### src/rtl/game_flow_ctrl.sv
// game_flow_ctrl: conditions the four raw menu keys, owns the level cursor/selection and sequences MENU/LOAD/PLAY/PAUSE/WIN/LOSE.
// Optional feature: define PAUSE_EN to enable the pause key and the PAUSE state (default build has no pause).
module game_flow_ctrl #(
    parameter int NUM_LEVELS      = 5,
    parameter int DEBOUNCE_CYCLES = 500000,
    parameter int END_SCREEN_SECS = 3
) (
    input  logic       clk,
    input  logic       resetN,
    input  logic       oneSec,
    input  logic       up_keyN,
    input  logic       down_keyN,
    input  logic       slct_keyN,
    input  logic       pause_keyN,
    input  logic       lvl_won,
    input  logic       player_dead,
    output logic       menu_screen_on,
    output logic       game_run,
    output logic       game_load,
    output logic       win_screen_on,
    output logic       lose_screen_on,
    output logic [2:0] cursor,
    output logic [2:0] selected_lvl,
    output logic [2:0] state_dbg
);

    localparam int DB_W  = $clog2(DEBOUNCE_CYCLES + 1);
    localparam int SEC_W = $clog2(END_SCREEN_SECS + 1);
    localparam logic [2:0]       LAST_LVL = 3'(NUM_LEVELS - 1);
    localparam logic [DB_W-1:0]  DB_MAX   = DB_W'(DEBOUNCE_CYCLES);
    localparam logic [SEC_W-1:0] SEC_LAST = SEC_W'(END_SCREEN_SECS - 1);

    localparam int K_UP    = 0;
    localparam int K_DOWN  = 1;
    localparam int K_SLCT  = 2;
    localparam int K_PAUSE = 3;

    typedef enum logic [2:0] {
        S_MENU  = 3'd0,
        S_LOAD  = 3'd1,
        S_PLAY  = 3'd2,
        S_PAUSE = 3'd3,
        S_WIN   = 3'd4,
        S_LOSE  = 3'd5
    } state_t;

    // ---------------- key conditioning ----------------
    // All key vectors are active-low levels; '1' means released.
    logic [3:0]      key_raw;
    logic [3:0]      sync_1;
    logic [3:0]      sync_2;
    logic [3:0]      sync_d;
    logic [3:0]      stable;
    logic [3:0]      stable_d;
    logic [3:0]      key_evt;
    logic [DB_W-1:0] db_cnt [4];

    assign key_raw = {pause_keyN, slct_keyN, down_keyN, up_keyN};

    always_ff @(posedge clk) begin
        if (!resetN) begin
            sync_1   <= '1;
            sync_2   <= '1;
            sync_d   <= '1;
            stable   <= '1;
            stable_d <= '1;
            for (int k = 0; k < 4; k++) begin
                db_cnt[k] <= '0;
            end
        end else begin
            sync_1   <= key_raw;
            sync_2   <= sync_1;
            sync_d   <= sync_2;
            stable_d <= stable;
            // Count only while the synced level is steady and differs from the accepted level.
            for (int k = 0; k < 4; k++) begin
                if ((sync_2[k] != sync_d[k]) || (sync_2[k] == stable[k])) begin
                    db_cnt[k] <= '0;
                end else if (db_cnt[k] == DB_MAX) begin
                    stable[k] <= sync_2[k];
                    db_cnt[k] <= '0;
                end else begin
                    db_cnt[k] <= db_cnt[k] + 1'b1;
                end
            end
        end
    end

    assign key_evt = stable_d & ~stable;

    logic up_evt;
    logic down_evt;
    logic slct_evt;
    logic pause_evt;

    assign up_evt    = key_evt[K_UP];
    assign down_evt  = key_evt[K_DOWN];
    assign slct_evt  = key_evt[K_SLCT];
    assign pause_evt = key_evt[K_PAUSE];

`ifndef PAUSE_EN
    logic unused_pause;
    assign unused_pause = pause_evt;
`endif

    // ---------------- sequencer ----------------
    state_t           state;
    state_t           state_nxt;
    logic [2:0]       cursor_nxt;
    logic [2:0]       sel_nxt;
    logic [SEC_W-1:0] sec_cnt;
    logic [SEC_W-1:0] sec_nxt;

    always_ff @(posedge clk) begin
        if (!resetN) begin
            state        <= S_MENU;
            cursor       <= '0;
            selected_lvl <= '0;
            sec_cnt      <= '0;
        end else begin
            state        <= state_nxt;
            cursor       <= cursor_nxt;
            selected_lvl <= sel_nxt;
            sec_cnt      <= sec_nxt;
        end
    end

    always_comb begin
        state_nxt  = state;
        cursor_nxt = cursor;
        sel_nxt    = selected_lvl;
        sec_nxt    = sec_cnt;
        case (state)
            S_MENU: begin
                if (slct_evt) begin
                    sel_nxt   = cursor;
                    state_nxt = S_LOAD;
                end else if (down_evt && !up_evt) begin
                    cursor_nxt = (cursor == LAST_LVL) ? 3'd0 : cursor + 3'd1;
                end else if (up_evt && !down_evt) begin
                    cursor_nxt = (cursor == 3'd0) ? LAST_LVL : cursor - 3'd1;
                end
            end
            S_LOAD: begin
                state_nxt = S_PLAY;
            end
            S_PLAY: begin
                if (player_dead) begin
                    state_nxt = S_LOSE;
                    sec_nxt   = '0;
                end else if (lvl_won) begin
                    state_nxt = S_WIN;
                    sec_nxt   = '0;
                end
`ifdef PAUSE_EN
                else if (pause_evt) begin
                    state_nxt = S_PAUSE;
                end
`endif
            end
            S_PAUSE: begin
`ifdef PAUSE_EN
                if (slct_evt) begin
                    state_nxt  = S_MENU;
                    cursor_nxt = selected_lvl;
                end else if (pause_evt) begin
                    state_nxt = S_PLAY;
                end
`else
                state_nxt = S_MENU;
`endif
            end
            S_WIN: begin
                if (slct_evt) begin
                    state_nxt  = S_MENU;
                    cursor_nxt = selected_lvl;
                end else if (oneSec) begin
                    if (sec_cnt == SEC_LAST) begin
                        // Last level won: back to the menu with the cursor on the first row.
                        if (selected_lvl < LAST_LVL) begin
                            sel_nxt   = selected_lvl + 3'd1;
                            state_nxt = S_LOAD;
                        end else begin
                            state_nxt  = S_MENU;
                            cursor_nxt = 3'd0;
                        end
                    end else begin
                        sec_nxt = sec_cnt + 1'b1;
                    end
                end
            end
            S_LOSE: begin
                if (slct_evt) begin
                    state_nxt  = S_MENU;
                    cursor_nxt = selected_lvl;
                end else if (oneSec) begin
                    if (sec_cnt == SEC_LAST) begin
                        state_nxt = S_LOAD;
                    end else begin
                        sec_nxt = sec_cnt + 1'b1;
                    end
                end
            end
            default: begin
                state_nxt = S_MENU;
            end
        endcase
    end

    assign menu_screen_on = (state == S_MENU);
    assign game_load      = (state == S_LOAD);
    assign game_run       = (state == S_PLAY);
    assign win_screen_on  = (state == S_WIN);
    assign lose_screen_on = (state == S_LOSE);
    assign state_dbg      = state;

endmodule

### config.mk
export PLATFORM = sky130hd
export DESIGN_NAME = game_flow_ctrl
export DESIGN_NICKNAME = d
export VERILOG_FILES = /design/src/rtl/game_flow_ctrl.sv
export SDC_FILE = /design/constraint.sdc
export NUM_CORES = 1
export LEC_CHECK = 0
export CELL_PAD_IN_SITES_DETAIL_PLACEMENT = 1
export CELL_PAD_IN_SITES_GLOBAL_PLACEMENT = 2
export CORE_AREA = 2 2 115 117
export DETAILED_ROUTE_END_ITERATION = 6
export DIE_AREA = 0 0 117 119
export PLACE_DENSITY = 0.84
export SLEW_MARGIN = 20
export SYNTH_ARGS = -nofsm -noshare
export SYNTH_HDL_FRONTEND = slang
export SYNTH_SLANG_ARGS = --single-unit
### constraint.sdc
create_clock -name clk -period 1.9 [get_ports clk]
set_input_delay 0.38 -clock clk [delete_from_list [all_inputs] [get_ports clk]]
set_output_delay 0.38 -clock clk [all_outputs]
set_load 0.05 [all_outputs]
-- Word level (Yosys, flattened, before mapping)
Memories as Yosys holds them, arrays and structs flattened.
Cells that the tools add are included.
- bits in registers: 30
- RAM bits: 76
- word-level logic and storage cells: 188
- memories kept: 1
- add/sub/neg operators: 8
- $lt $le $gt $ge: 1
- eq/ne operators: 35
- multiplexer cells: 91
- bitwise gates (word level): 18
- reduce and logical (&&, ||, !) cells: 22
- memory list (name ; words ; width ; read ports ; clocked after Yosys merged registers in ; write ports ; line ; source):
    db_cnt ; 4 ; 19 ; 4 ; 0 ; 4 ; 56 ; logic [DB_W-1:0] db_cnt [4];
- operator list (operator ; count):
    19-bit 2-to-1 mux ; 12
    19-bit by 1-bit adder with 19-bit output, second input constant ; 4
    19-bit equality test, second input constant ; 4
    3-bit 2-to-1 mux ; 24
    1-bit 2-to-1 mux ; 46
    3-bit case mux with 5 select lines ; 1
    1-bit OR ; 12
    6-bit AND reduction ; 2
    2-bit 2-to-1 mux ; 5
    2-bit by 1-bit != test with 1-bit output, second input constant ; 5
    2-bit != test, second input constant ; 5
    3-bit equality test, second input constant ; 3
    3-bit by 1-bit != test with 1-bit output, second input constant ; 3
    3-bit case mux with 3 select lines ; 1
    2-bit AND reduction ; 4
    7-bit AND reduction ; 1
    3-bit by 1-bit adder with 3-bit output, second input constant ; 2
    3-bit logical NOT ; 2
    3-bit by 2-bit != test with 1-bit output, second input constant ; 2
    3-bit != test, second input constant ; 2
    3-bit case mux with 2 select lines ; 1
    5-bit AND reduction ; 1
    1-bit equality test ; 4
    1-bit logical OR ; 4
    other kinds (16) ; 25

-- Depth between registers and ports, before layout
Gate-level depths: netlist (run 1).
- depth in word-level cells: 8
- depth in mapped cells: 9

-- Worst setup path after synthesis (run 1)
Ideal clock, no wire load.
- path kind: reg2reg
- start point: register state[1] (netlist: state_dbg[1])
- end point: register sec_cnt[1]
- arrival time: 2.892 ns
- data required time: 1.782 ns
- setup slack: -1.110 ns
- cell stages (with the launch flop): 6
- cell sequence: dfxtp_1 > clkbuf_1 > nor3b_1 > o21ai_0 > a31oi_1 > nor2_1
- elaborated cells on any way between the ends: 11
- RTL lines (what ; line ; source):
    from (decl) ; 107 ; state_t state;
    from (signal assigned) ; 121 ; state <= state_nxt;
    3-bit by 2-bit equality test with 1-bit output * ; - ;
    net game_run ; 18 ; output logic game_run,
    3-bit != test (no source line) or 2-bit nonzero test (tied branches) ; - ;
    5-bit AND reduction (no source line) ; - ;
    to (signal assigned) ; 124 ; sec_cnt <= sec_nxt;
    to (decl) ; 111 ; logic [SEC_W-1:0] sec_cnt;
The timed path passes the listed nets; every way through them passes the cells marked *.
A chain may end at the register's enable or synchronous reset.

==> results of run 1 <==
-- per-stage QoR --
step	area [µm²]	hold WS [ns]	utilization (%)	total power, mW
3_5_place_dp	5330	0.3978	41.40	2.217
3_3_place_gp	5330	0.3896	41.40	2.210
2_1_floorplan	4652	0.3863	-	2.145
6_report	5861	0.4150	45.52	3.912
4_1_cts	5729	0.4126	44.50	3.946
5_1_grt	5861	0.4472	45.52	4.049
-- final cells by class --
cell class | instances | area, µm²
well taps | 176 | 220.2
multi-input cells | 386 | 2382
clock buffers | 11 | 254.0
flip-flops and latches | 83 | 2238
inverters | 22 | 82.58
clock inverters | 5 | 35.03
repair buffers | 64 | 648.1
fillers | 1456 | 7014
-- critical path, delay by kind of cell, from the launching register on --
kind          cells  cell delay [ns]
flops             1             0.39
buf+inv           2             0.22
fa+ha+maj         1             0.17
simple gates      5             1.00
-- placed cells by master (no fill, tap or decap), types with 3 or more instances in the layout --
| master | count |
|---|---|
| a21oi_1 | 12 |
| and3_1 | 6 |
| buf_12 | 10 |
| buf_4 | 44 |
| clkbuf_16 | 11 |
| clkdlybuf4s50_1 | 7 |
| conb_1 | 57 |
| dfxtp_1 | 23 |
| edfxtp_1 | 57 |
| ha_1 | 11 |
| inv_1 | 21 |
| mux2i_1 | 4 |
| nand2_1 | 26 |
| nand2b_1 | 17 |
| nand3_1 | 26 |
| nand4_1 | 17 |
| nor2_1 | 87 |
| nor2_2 | 3 |
| nor2_4 | 10 |
| nor2b_1 | 3 |
| nor3_1 | 3 |
| nor3b_4 | 3 |
| o21ai_0 | 7 |
| xnor2_1 | 23 |
| xor2_1 | 30 |
-- flip-flops by register name, summed over array words and instances, names as in the netlist --
signal / cells
cursor: 3
db_cnt: 57
sec_cnt: 2
selected_lvl: 3
stable: 3
stable_d: 3
state_dbg: 3
sync_1: 3
sync_2: 3
sync_d: 3
-- worst paths after layout --
check	cells past startpoint	endpoint	slack, ns
worst max-delay path	8	db_cnt[0][6]	-0.12
worst min register to register	1	sync_2[2]	0.41
worst max register to register	8	db_cnt[0][6]	-0.12
worst min-delay path	1	sync_2[2]	0.41
-- routing by layer --
metal / part of all wire [%] / global-route usage [%] / routed length [µm]
met5: 0 / 0 / 0
met4: 1.9 / 6.103 / 187
met3: 2.5 / 2.697 / 253
met2: 52 / 26.59 / 5158
met1: 44 / 18.52 / 4347
-- cells by family (layout without fill, tap and decap cells) --
logic type               after synthesis  after routing  synth area share [%]
AND/OR/NAND/NOR                      224            224                 24.79
AO/OA/AOI/OAI                         36             36                 5.233
buffers and inverters                 33            102                 3.918
XOR/XNOR                              53             53                 10.61
multiplexers                           4              4                0.9151
adder cells (fa/ha/maj)               12             12                 3.431
flip-flops                            83             83                 51.02
other                                  1             57               0.08571
-- repair_timing --
item,4_1_cts,5_1_grt
pin swaps,1,13
cloned,1,1
setup buffers,5,3
gates resized for setup,12,31
endpoints found under the setup margin,60,60
-- power by group through the flow --
| stage | combinational, mW | clock [mW] | sequential (mW) |
|---|---|---|---|
| 3_3_place_gp | 0.152 | 0 | 2.06 |
| 3_5_place_dp | 0.155 | 0 | 2.06 |
| 6_report | 0.172 | 1.72 | 2.02 |
| 4_1_cts | 0.161 | 1.76 | 2.02 |
| 5_1_grt | 0.195 | 1.82 | 2.03 |
| 2_1_floorplan | 0.0887 | 0 | 2.06 |
==> run summary, run 1 <==
status: finished with violations
failing checks: negative setup slack
cell-by-cell trace of the critical path: inv_1 -> ha_2 -> nand4bb_1 -> or4_4 -> nor3_4 -> or3_4 -> buf_12 -> nor2_1
hold_buf cts: 0
worst hold path type: register to register
share of cells above drive strength 1: 18.74%
Static Leak: 2.217 nW
CORE AREA: 0.01287 mm²
switch share: 22.65%
final clock skew: 0.008475 ns
die width: 117 µm
Synthesis Warnings: 0
# IOs: 23
PnR worst setup slack: -0.1247 ns
Reg power frac: 51.8%
crit path time final: 2.025 ns
Crit Reg-Reg Startpoint: db_cnt[0][0]
Worst-Skew Late Latency: 0.34 ns
unrepaired setup endpoints after global routing: yes
GR Util All Layers: 15.30%
Starting DRT DRC Count: 149
first-pass GRT wire length: 16800 µm
f_max: 493.9 MHz
GRT overflow: 0
commonest cells in the netlist: nor2_1, edfxtp_1, xor2_1
detailed placement HPWL: 7026 µm
setup TNS: -3.148 ns
Total Wirelength: 9947 µm
# DRC: 0
I/O Buffers: 21
Slowest cell on crit path: or4_4
Slew Viols, Final: 0
top cells by area, synth: edfxtp_1, dfxtp_1, nor2_1, xor2_1, xnor2_1
number of iterations in the first detailed-routing pass: 4
vias per cell: 4.673
pin count of the biggest net entering global routing: 20
worst-case clock buffer depth: 2
unique cell type count in the Yosys netlist: 48
Psw: 886.0 µW
Avg WL per Cell: 13.32 µm
combinational power share: 4.4%
Critical Path Source: db_cnt[0][0]
Post-synth EDFFs: 57
Clock power frac: 43.9%
Final Setup Violations: 30
sequential area share after synthesis: 51.02%
critical path fanouts, max: 19
vias in the first global route: 3647
placed instance count: 725
Layout Area Growth over Synthesis: 33.94%
CTS tree: yes
nets: 587
# rows: 42
pre-CTS setup slack: -0.1694 ns
hold_sp: sync_1[2]
die area: 0.01392 mm²
die height: 119 µm
required time of the critical path: 1.99 ns
Clock Sinks: 83
Clock Tree Root: clkbuf_16
via count: 3491
nature of the critical path endpoint: register
synthesized area per cell: 9.810 µm²
Cell Pwr Density: 667.6 mW/mm²
WP data arrival: 2.12 ns
Max VDD drop: 0.4103 mV
Starting Density: 33.98%
GPL Wtd Cong: 0.7453
ANT cells: 0
Power Internal: 3.026 mW
Main synth FF type: edfxtp_1
H-tree levels: 3
CTS buffer count: 9
initial antenna violation count: 0
Fin. Hold Viols: 0
top cell type by total area after synthesis: edfxtp_1
fin crit share: 106.6%
CTS clk-pin slew, worst paths: 0.06 ns
Synth Register Bits: 83
Post-Syn Instances: 446
critical path's largest stage delay: 0.51 ns
synthesized cell area: 0.004375 mm²
Post-synth ARST share: 0%
top-count cell post-synth: nor2_1
top cell type's share of synthesized area: 39.12%
maxcap violations: 0
critical path type: register to register
ANT nets after route: 0
crit start category: register
post-route insts no fill: 747
(Power assumes the default switching activity.)
==> run 2, diff against run 1 <==
Settings changed: CORE_AREA 2 2 115 117 to 2 2 88 153, DIE_AREA 0 0 117 119 to 0 0 90 155, PLACE_DENSITY 0.84 to 0.83.
Clock period 1.9 ns to 1.75 ns, I/O delays scaled along.
==> run summary, run 2 (synthesized netlist as in run 1, its figures left out) <==
Fin. Hold Viols: 0 (unchanged)
die height: 155 µm (+30%)
WP data arrival: 2.17 ns (+0.05 ns)
GR Util All Layers: 16.29% (+0.99 points)
M1 GR Usage: 16.25% (-2.3 points)
# DRC: 0 (unchanged)
ANT nets after route: 0 (unchanged)
fin util: 48.80% (+3.3 points)
unrepaired setup endpoints after global routing: yes
Reg with most FFs: db_cnt
via count: 3568 (+2.2%)
critical path fanouts, max: 5 (-14)
number of iterations in the first detailed-routing pass: 4 (unchanged)
Avg WL per Cell: 14.54 µm (+9.2%)
most frequent cells in the layout: nor2_1, buf_4, edfxtp_1, conb_1, xor2_1
Worst-Skew Late Latency: 0.35 ns (about the same)
H-tree levels: 3 (unchanged)
placed instance count: 729 (+0.55%)
CORE AREA: 0.01280 mm² (-0.58%)
met3 GRT Util: 2.712% (+0.015 points)
Global Route met2 Usage: 32.72% (+6.1 points)
PnR worst setup slack: -0.3213 ns (-0.1966 ns)
max reg flops: 57 (unchanged)
filler cell count: 1460 (+0.27%)
fin crit share: 118.4% (+12 points)
GRT busiest layer: met2
f_max: 482.8 MHz (-2.2%)
first-pass GRT wire length: 18370 µm (+9.4%)
initial antenna violation count: 0 (unchanged)
GPL Wtd Cong: 0.7669 (+2.9%)
crit path time final: 2.071 ns (+0.04660 ns)
Max VDD drop: 0.6280 mV (+53%)
critical path type: register to register
final clock skew: 0.009453 ns (+0.0009779 ns)
GRT overflow: 0 (unchanged)
Clock Sinks: 83 (unchanged)
required time of the critical path: 1.85 ns (-0.14 ns)
maxcap violations: 0 (unchanged)
die area: 0.01395 mm² (+0.19%)
Clock Tree Root: clkbuf_16
ANT cells: 0 (unchanged)
CTS clk-pin slew, worst paths: 0.07 ns (about the same)
I/O Buffers: 21 (unchanged)
Slew Viols, Final: 0 (unchanged)
Total Wirelength: 11020 µm (+11%)
post-route insts no fill: 758 (+1.5%)
pin count of the biggest net entering global routing: 20 (unchanged)
Final Setup Violations: 59 (+97%)
Layout Area Growth over Synthesis: 42.75%
share of cells above drive strength 1: 26.75% (+8.0 points)
status: finished with violations
# rows: 55 (+31%)
# IOs: 23 (unchanged)
Cell Pwr Density: 742.2 mW/mm² (+11%)
CTS buffer count: 9 (unchanged)
vias per cell: 4.707 (+0.72%)
vias in the first global route: 3970 (+8.9%)
nets: 603 (+2.7%)
failing checks: negative setup slack
nature of the critical path endpoint: register
Static Leak: 2.344 nW (+5.7%)
detailed placement HPWL: 7474 µm (+6.4%)
Starting Density: 34.18% (+0.20 points)
crit start category: register
CTS tree: yes
die width: 90 µm (-23%)
worst-case clock buffer depth: 2 (unchanged)
Starting DRT DRC Count: 76 (-49%)
worst hold path type: register to register
most common cell after layout, fill and taps aside: nor2_1
## run 2: final cells by class
| type | instances | area, µm² | share of cell area (%) |
|---|---|---|---|
| Clock buffer | 9 | 225.2 | 3.606 |
| Clock inverter | 7 | 123.9 | 1.983 |
| Inverter | 22 | 82.58 | 1.322 |
| Multi-Input combinational cell | 386 | 2565 | 41.07 |
| Sequential cell | 83 | 2246 | 35.96 |
| Tap cell | 171 | 214.0 | 3.425 |
| Timing Repair Buffer | 80 | 789.5 | 12.64 |
## run 2: worst paths after layout
path | from | to | slack, ns | depth (start not counted)
worst max-delay path | db_cnt[1][3] | db_cnt[1][5] | -0.32 | 6
worst min-delay path | sync_1[0] | sync_2[0] | 0.41 | 1
worst max register to register | db_cnt[1][3] | db_cnt[1][5] | -0.32 | 6
worst min register to register | sync_1[0] | sync_2[0] | 0.41 | 1
## run 2: per-stage QoR
stage	area (µm²)	power [mW]	worst slack (ns)	setup TNS (ns)	hold slack, ns
2_1_floorplan	4701	2.327	-0.2451	-4.572	0.3863
3_3_place_gp	5405	2.405	-0.2155	-8.601	0.3995
3_5_place_dp	5405	2.413	-0.3130	-10.49	0.3995
4_1_cts	5959	4.669	-0.2765	-9.834	0.4146
5_1_grt	6246	4.810	-0.3792	-16.02	0.4300
6_report	6246	4.636	-0.3213	-10.42	0.4109
## run 2: layer usage
metal / wire length, µm / vias to the layer above
met5: 0 / -
met4: 247 / 0
met3: 157 / 19
met2: 6582 / 30
met1: 4035 / 1755
li1: - / 1764
## run 2: timing repair
item | CTS | global route
hold buffers | 0 | 0
endpoints found under the hold margin | 0 | 0
cloned | 2 | 2
setup buffers | 8 | 5
pin swaps | 9 | 31
setup endpoints to repair | 42 | 62
resized for setup | 26 | 69
## run 2: where the power goes
| part | switching (mW) | leakage, nW | internal (mW) |
|---|---|---|---|
| Sequential | 0.0506 | 0.803 | 2.14 |
| Combinational | 0.119 | 1.37 | 0.0951 |
| Clock | 0.825 | 0.166 | 1.40 |
## run 2: critical path, cell delays in order, from the launching register on
cell and delay (ns):
edfxtp_1 0.40, or4_4 0.56, nor4_4 0.23, nand4_1 0.23
nand3_4 0.19, buf_8 0.16, nor2_1 0.05
